$ cat src/rtl/nibble_add_seq.sv
// Sequential WIDTH-bit adder built on one shared 4-bit slice, one nibble per cycle, LSB first.
// Optional subtract mode is enabled by defining NIBBLE_ADD_SEQ_SUB_EN (adds the sub input).
module nibble_add_seq #(
  parameter int WIDTH = 16
) (
  input  logic             clk,
  input  logic             rst_n,
  input  logic             in_valid,
  output logic             in_ready,
  input  logic [WIDTH-1:0] a,
  input  logic [WIDTH-1:0] b,
`ifdef NIBBLE_ADD_SEQ_SUB_EN
  input  logic             sub,
`endif
  output logic             out_valid,
  input  logic             out_ready,
  output logic [WIDTH:0]   result,
  output logic             busy
);

  localparam int NSLICE = WIDTH / 4;
  localparam int SW = (NSLICE > 1) ? $clog2(NSLICE) : 1;
  localparam logic [SW-1:0] LAST_STEP = SW'(NSLICE - 1);

  generate
    if (((WIDTH % 4) != 0) || (WIDTH < 4)) begin : g_width_check
      $error("nibble_add_seq: WIDTH must be a multiple of 4 and at least 4");
    end
  endgenerate

  // Handshakes: a transfer happens on a rising edge where valid && ready are both high.
  // in_ready is high only in IDLE; out_valid is high only in DONE and holds until out_ready.
  typedef enum logic [1:0] {
    IDLE = 2'd0,
    RUN  = 2'd1,
    DONE = 2'd2
  } state_t;

  state_t           state;
  state_t           state_next;
  logic [WIDTH-1:0] a_sh;
  logic [WIDTH-1:0] b_sh;
  logic [WIDTH-1:0] b_cap;
  logic             carry;
  logic             carry_init;
  logic [SW-1:0]    step;
  logic [WIDTH:0]   res_q;
  logic [4:0]       s;
  logic [WIDTH+3:0] res_shift;
  logic             accept;
  logic             last;

`ifdef NIBBLE_ADD_SEQ_SUB_EN
  // Subtraction as a + ~b + 1: the +1 rides in on the initial carry.
  assign b_cap      = sub ? ~b : b;
  assign carry_init = sub;
`else
  assign b_cap      = b;
  assign carry_init = 1'b0;
`endif

  assign accept    = in_valid && (state == IDLE);
  assign last      = (step == LAST_STEP);
  assign s         = {1'b0, a_sh[3:0]} + {1'b0, b_sh[3:0]} + {4'b0000, carry};
  assign res_shift = {s[3:0], res_q[WIDTH-1:0]};

  always_ff @(posedge clk or negedge rst_n) begin
    if (!rst_n) begin
      state <= IDLE;
    end else begin
      state <= state_next;
    end
  end

  always_comb begin
    state_next = state;
    case (state)
      IDLE:    if (accept) state_next = RUN;
      RUN:     if (last) state_next = DONE;
      DONE:    if (out_ready) state_next = IDLE;
      default: state_next = IDLE;
    endcase
  end

  always_ff @(posedge clk or negedge rst_n) begin
    if (!rst_n) begin
      a_sh  <= '0;
      b_sh  <= '0;
      carry <= 1'b0;
      step  <= '0;
      res_q <= '0;
    end else begin
      case (state)
        IDLE: begin
          if (accept) begin
            a_sh  <= a;
            b_sh  <= b_cap;
            carry <= carry_init;
            step  <= '0;
          end
        end
        RUN: begin
          // New nibble enters at the top; after NSLICE steps the sum is aligned at bit 0.
          res_q[WIDTH-1:0] <= res_shift[WIDTH+3:4];
          carry            <= s[4];
          a_sh             <= a_sh >> 4;
          b_sh             <= b_sh >> 4;
          step             <= last ? '0 : step + SW'(1);
          if (last) res_q[WIDTH] <= s[4];
        end
        default: ;
      endcase
    end
  end

  assign in_ready  = (state == IDLE);
  assign out_valid = (state == DONE);
  assign busy      = (state != IDLE);
  assign result    = res_q;

endmodule

$ cat config.mk
export PLATFORM = sky130hd
export DESIGN_NAME = nibble_add_seq
export DESIGN_NICKNAME = d
export VERILOG_FILES = /design/src/rtl/nibble_add_seq.sv
export SDC_FILE = /design/constraint.sdc
export NUM_CORES = 1
export LEC_CHECK = 0
export CAP_MARGIN = 10
export CORE_ASPECT_RATIO = 1.2
export CORE_MARGIN = 2
export CORE_UTILIZATION = 50
export DETAILED_ROUTE_END_ITERATION = 10
export HOLD_SLACK_MARGIN = 0.05
export MAX_ROUTING_LAYER = met4
export PLACE_DENSITY = 0.79
export SYNTH_ARGS = -nofsm -noshare
export SYNTH_HDL_FRONTEND = slang
export SYNTH_SLANG_ARGS = --single-unit
$ cat constraint.sdc
create_clock -name clk -period 2.7 [get_ports clk]
set_input_delay 0.54 -clock clk [delete_from_list [all_inputs] [get_ports clk]]
set_output_delay 0.54 -clock clk [all_outputs]
set_load 0.03 [all_outputs]
After elaboration in Yosys (flattened, before gate mapping)
Index checks and enable logic that the tools add are counted.

operators by class
  $add $sub $neg = 3
  equality and inequality tests = 6
  mux-type cells = 13
  reduce and logical (&&, ||, !) cells = 7

operators by type and width
  operator                                                                 count
  16-bit case mux with 2 select lines                                      2
  16-bit two-way mux                                                       2
  2-bit two-way mux                                                        5
  2-bit case mux with 3 select lines                                       1
  4-bit by 4-bit adder with 5-bit output                                   1
  5-bit by 1-bit adder with 5-bit output                                   1
  2-bit == test, second input constant                                     2
  2-bit by 1-bit inequality test with 1-bit output, second input constant  2
  2-bit case mux with 2 select lines                                       1
  2-bit AND reduction                                                      2
  2-bit nonzero test                                                       2
  3-bit AND reduction                                                      1
  2-bit by 1-bit adder with 2-bit output, second input constant            1
  2-bit by 1-bit == test with 1-bit output, second input constant          1
  2-bit logical NOT                                                        1
  2-bit inequality test, second input constant                             1
  1-bit case mux with 2 select lines                                       1
  1-bit logical AND                                                        1
  1-bit two-way mux                                                        1

word-level totals
  register bits after elaboration = 54
  input bits = 36
  output and inout bits = 20

Longest topological paths before layout
  word-level depth = 4
  depth in mapped cells = 6
  gate-level depth less buffers = 6

Least setup slack after synthesis
OpenSTA, ideal clock, no wires.

  kind = register to output
  from = register state[1]
  to = output in_ready
  arrival time = 1.152 ns
  data required time = 2.160 ns
  slack = 1.008 ns
  cell stages (with the launch flop) = 4
  cells stage by stage = dfrtp_1 buf_2 or2_2 inv_1

on the way
  longest elaborated chain between the ends = 1

ends and longest elaborated chain
  item                    RTL line  RTL
  from (decl)             39        state_t state;
  from (signal assigned)  71        state <= state_next;
  2-bit logical NOT       116       assign in_ready = (state == IDLE);
  to (decl)               9         output logic in_ready,

No other way between the ends.

Worst setup path in the final report
  from = register state[1]
  to = output out_valid

on the way
  longest elaborated chain between the ends = 1

ends and longest elaborated chain
  item           RTL line  RTL
  2-bit == test  117       assign out_valid = (state == DONE);
  to (decl)      15        output logic out_valid,

No other way between the ends.

==> results.json <==
{
  "synth_area_leaders": "dfrtp_1 51%, nor2b_1 7.5%, nand2_1 7.2%",
  "setup_violations": 0,
  "yosys_warnings": 0,
  "layout_common_cells": "54 x dfrtp_1, 54 x clkdlybuf4s50_1, 51 x nand2_1",
  "crit_start": "state[1]$_DFFE_PN0P_",
  "vias_per_cell": 5.52,
  "p_switching_uw": 1530,
  "finClkSkew_ps": 3.96,
  "netlist_area_um2": 2650,
  "hp-class": "primary input to asynchronous set/reset pin",
  "synth_cells": 284,
  "multi_input_area_um2": 1170,
  "critical-path-slowest-cell": "clkdlybuf4s50_1",
  "post_cts_resized": 0,
  "vdd_drop_max_uv": 473,
  "antenna_cells": 0,
  "grt_util_met1_pct": 28.4,
  "reg2reg_to": "result[15]$_DFFE_PN0N_",
  "routed_wl_um": 5910,
  "cp.depth": 4,
  "slew_headroom_pct": 57.6,
  "cts_sinks": 54,
  "worstSetupEndpointType": "output port",
  "htreeDepth": 2,
  "io_buffers": 55,
  "synth_cell_types": 31,
  "ctsHoldBuffers": 0,
  "grt_pass1_vias": 2127,
  "cts_setup_buffers": 0,
  "worst_slew_pin_slew_ps": 637,
  "rsz0062_at_grt": "false",
  "finalPower_uw": 3640,
  "arrival_ps": 1880,
  "cts_tree": "yes",
  "hpwlAfterDp_um": 3980,
  "timing.fmax_ghz": 0.413,
  "r2r_setup_slack_ps": 870,
  "cts_buffer_depth": 2,
  "drtPass1Iterations": 4,
  "core-area_um2": 5190,
  "critPathCapture": "out_valid",
  "die_h_um": 83.8,
  "power_density_nw_per_um2": 1090,
  "clkPwrFrac_pct": 12.7,
  "wl_per_cell_um": 14.9,
  "cap_violations": 0,
  "gr-usage-met2_pct": 34.4,
  "initial_utilization_pct": 51.1,
  "clock_latency_ps": 300,
  "track_usage_pct": 21.8,
  "die_w_um": 70.5,
  "seq_area_frac_synth_pct": 50.9,
  "slew_violations": 0,
  "drc": 0,
  "vias": 2191,
  "worstPathCellList": "buf_4 > nand2b_1 > inv_1 > clkdlybuf4s50_1",
  "avgSynthCellArea_um2": 9.34,
  "worstSetupPathType": "register to output port",
  "antenna_found_initial": 0,
  "critPathBufInv": 3,
  "worst_setup_path_start_kind": "register",
  "synth_largest_area_cell": "dfrtp_1",
  "reg2reg_from": "state[0]$_DFFE_PN0P_",
  "root_buffer": "clkbuf_8",
  "fin_crit_ps": 2420,
  "grt_pass1_wl_um": 10000,
  "gr-total-overflow": 0,
  "cts_buffers": 5,
  "drt_iter0_drc": 136,
  "path_delay_family": "buffers and inverters",
  "ys_seq_elements": 54,
  "path_clk_slew_ps": 90,
  "fillCellCount": 457,
  "grtUsageMet3_pct": 3.50,
  "grt_busiest_layer": "met2",
  "worstPathRequired_ps": 2160,
  "layout.nets": 376,
  "pwr-share-seq_pct": 37.7,
  "critPathMaxStageDelay_ps": 660,
  "ios": 56,
  "regArea_um2": 1350,
  "ant_nets": 0,
  "rows": 29,
  "globalplace.congestion": 0.835,
  "dpl-instance-area_um2": 3250,
  "syn2layout_area_growth_pct": 26.1,
  "finalHoldViolCount": 0,
  "period_share_pct": 89.8,
  "fin_area_um2": 3350,
  "p_leak_uw": 0.00146,
  "layout-drive-gt1-share_pct": 6.57,
  "syn-num-nets": 326,
  "comb_power_share_pct": 49.6,
  "setup_tns_ps": 0,
  "synth_top_area_share_pct": 50.9,
  "r2r_cells": 5,
  "worstPathMaxFanout": 40,
  "grt_max_degree": 41,
  "dieArea_um2": 5910,
  "p_sw_share_pct": 42.1,
  "internal_power_uw": 2110,
  "status": "completed"
}
registers in the layout (all words and copies together), names as in the netlist:
| register | count |
|---|---|
| a_sh | 16 |
| b_sh | 16 |
| result | 17 |
| state | 2 |
| step | 2 |
| carry | 1 |
area by class of cell:
cell class,count,share of cell area (%)
clock inverter,1,0.150
multi-input combinational,202,35.0
sequential,54,40.4
timing repair buffer,65,18.9
clock buffer,7,2.58
tap,62,2.32
inverter,6,0.673
worst min path at each step:
stage                           from                     to  slack (ps)  cells past startpoint
6_report                       rst_n  result[6]$_DFFE_PN0N_         240                      1
3_5_place_dp   result[3]$_DFFE_PN0N_  result[3]$_DFFE_PN0N_         460                      2
4_1_cts                        rst_n    b_sh[3]$_DFFE_PN0P_         250                      1
2_1_floorplan                  rst_n    a_sh[0]$_DFFE_PN0P_         240                      0
5_1_grt                        rst_n  result[2]$_DFFE_PN0N_         270                      1
3_3_place_gp   result[0]$_DFFE_PN0N_  result[0]$_DFFE_PN0N_         460                      2
worst register-to-register path, delay by kind of cell (launching register included):
kind | cells | cell delay [ps]
buf+inv | 2 | 620
simple gates | 2 | 420
flops | 1 | 370
compound gates | 1 | 300
through the flow:
| step | worst slack (ps) | std cells | hold WS, ps | util, % |
|---|---|---|---|---|
| finish | 277 | 397 | 245 | 64.5 |
| global route | 170 | 397 | 268 | 64.5 |
| CTS | 275 | 397 | 253 | 64.5 |
| detailed placement | 630 | 389 | 462 | 62.7 |
| global placement | 632 | 389 | 458 | 62.7 |
| floorplan | 1010 | 284 | 244 | - |
logic make-up (layout without fill, tap and decap cells):
kind of cell	Yosys count	count (layout)	synth area share, %
xor gates and xnor gates	1	1	0.330
adders and majority gates	6	6	3.40
DFF	54	54	50.9
and+or+nand+nor	95	95	17.7
AOI/OAI and AO/OA	98	98	21.7
muxes	2	2	0.802
buffers and inverters	28	79	5.14
synthesized netlist by cell type:
cell type	n
clkbuf_1	7
nor4bb_1	1
a22o_1	2
or4b_1	1
xor2_1	1
nand4b_1	1
inv_1	6
a21oi_1	32
fa_1	2
nand2b_1	3
mux2_2	1
dfrtp_1	54
nor4b_1	1
nand3_1	1
o21ai_1	9
o21bai_1	1
or2_2	1
a2bb2oi_1	2
buf_6	1
o21ai_0	26
buf_1	1
buf_2	10
nor2_1	3
a221oi_1	1
nor2b_1	32
buf_4	3
o31ai_1	1
ha_1	4
nand2_1	51
a22oi_1	24
mux2i_1	1
per-layer routing:
layer	part of all wire (%)	vias to the layer above
li1	-	1073
met1	45	1060
met2	50	49
met3	3.4	9
met4	1.7	0
met5	0	-
power by group through the flow:
| stage | combinational (uW) | sequential, uW | clock, uW |
|---|---|---|---|
| floorplan | 1030 | 1560 | 0 |
| global placement | 1750 | 1370 | 0 |
| detailed placement | 1810 | 1390 | 0 |
| CTS | 1820 | 1370 | 480 |
| global route | 1990 | 1420 | 522 |
| finish | 1800 | 1370 | 464 |
Note: power is estimated with default switching activity, not from simulation.
==> patch: new RTL, same flow settings <==
Encoding of `state_t`: now one-hot (3 bits for 3 states).
--- a/src/rtl/nibble_add_seq.sv
+++ b/src/rtl/nibble_add_seq.sv
@@ -31,8 +31,8 @@
   // Handshakes: a transfer happens on a rising edge where valid && ready are both high.
   // in_ready is high only in IDLE; out_valid is high only in DONE and holds until out_ready.
-  typedef enum logic [1:0] {
-    IDLE = 2'd0,
-    RUN  = 2'd1,
-    DONE = 2'd2
+  typedef enum logic [2:0] {
+    IDLE = 3'b001,
+    RUN  = 3'b010,
+    DONE = 3'b100
   } state_t;
 
Behaviour: same outputs for any inputs over 10 cycles, from zero or initial values and one cycle with rst_n low; not proved beyond that.
==> patch against the original RTL <==
Wire length down 19%. Sequential cell count up 1. Cell area down 3.1%. Sequential share of layout area up 2.1 points. First-iteration DRC count down 48%. Power up 2.5%. Via count down 15%. Area after synthesis down 3.9%. Clock power up 6.7%. Setup slack worse by 0.14 ns. Sequential power up 9%. Clock skew up 0.0027 ns. Core utilization up 1.1 points. Critical path type unchanged. Highest routed layer unchanged.
==> patch: results (changes against the original RTL) <==
status=completed; Largest register FFs=17 (unchanged); Reg clk slew, reported paths=0.09 ns (about the same); Global Route Usage Sum=19.2% (-2.6 points); Antenna Cells=0 (unchanged); average wire per standard cell=13.2 µm (-11%); worst hold slack=0.206 ns (-0.0393 ns); syn_nets=293 (-10%); adder-cell share of the synthesized area=3.53% (+0.14 points); post-synthesis mux area share=0% (-0.80 points); fraction of layout cells with a size suffix above 1=13.2% (+6.6 points); worst slack, placed=0.356 ns (-0.275 ns); CP top delay family=flip-flops; DP HPWL=3250 µm (-18%); Slew HR=55.9% (-1.6 points); Synth top cells by count=nand2_1, dfrtp_1, a21oi_1; Compound-Gate Fraction of Synth Area=21.0% (-0.70 points); vias in the first global route=1887 (-11%); post-synthesis xor/xnor area fraction=0.343% (+0.013 points); register area share after synthesis=54.0% (+3.1 points); Fmax achieved=390 MHz (-5.4%); asr flop ratio synth=100% (unchanged); post-synth cell types=31 (unchanged); Worst EP arrival=2.02 ns (+0.14 ns); fin nets=344 (-8.5%); crit-path max cell delay=0.64 ns (-0.02 ns); clk_skew=0.00668 ns (+0.00272 ns); CP Max Fanout=9 (-78%); DRT Pass-1 Iters=3 (-1); largest net degree at the start of global routing=56 (+37%); Reg2Reg Setup Slack=0.93 ns (+0.06 ns); Synth area leaders=dfrtp_1, o22ai_2, nand2_1; global-route wire length before repair=8490 µm (-16%); DRT antenna net count=0 (unchanged); Slowest-stage cell, CP=dfstp_2; DR iter-0 viols=71 (-48%); worst vdd ir=543 µV (+15%); GP Congestion=0.699 (-16%); routed vias/inst=5.12 (-7.3%); Static Leak=1.53 nW (+4.5%)
## patch: through the flow
stage | cells | area (µm²) | util [%]
2_1_floorplan | 251 | 2550 | -
3_3_place_gp | 355 | 3140 | 63.5
3_5_place_dp | 355 | 3140 | 63.5
4_1_cts | 363 | 3240 | 65.6
5_1_grt | 363 | 3240 | 65.6
6_report | 363 | 3240 | 65.6
## patch: path summary, 6_finish.rpt
path / from / to / cells past startpoint
min in group clk: result[0]$_DFFE_PN0P_ / result[0]$_DFFE_PN0P_ / 2
min: rst_n / state[2]$_DFFE_PN0P_ / 2
min reg2reg: result[0]$_DFFE_PN0P_ / result[0]$_DFFE_PN0P_ / 2
max reg2reg: a_sh[0]$_DFFE_PN0P_ / result[16]$_DFFE_PN0P_ / 7
max in group asynchronous: rst_n / state[0]$_DFFE_PN1P_ / 2
max: state[0]$_DFFE_PN1P_ / busy / 2
## patch: repair_timing
action | 4_1_cts | 5_1_grt
hold buffers | 0 | 0
resized for setup | 0 | 1
endpoints found under the setup margin | 0 | 1
## patch: cell type report
cell class	instances	area, µm²
repair buffers	61	606
flip-flops and latches	55	1380
clock buffers	8	100
fillers	402	1700
inverters	28	105
well taps	60	75.1
multi-input cells	151	977
## patch: layer usage
| layer | global-route usage (%) | up-vias | share of wire, % |
|---|---|---|---|
| li1 | - | 932 | - |
| met1 | 22.4 | 873 | 44 |
| met2 | 33.8 | 47 | 51 |
| met3 | 4.00 | 6 | 3.7 |
| met4 | 5.88 | 0 | 1.1 |
| met5 | - | - | 0 |
## patch: power breakdown
group	switching [mW]	internal, mW	total (mW)
registers	0.275	1.21	1.49
logic	0.981	0.768	1.75
clock network	0.260	0.235	0.495
total	1.52	2.22	3.73
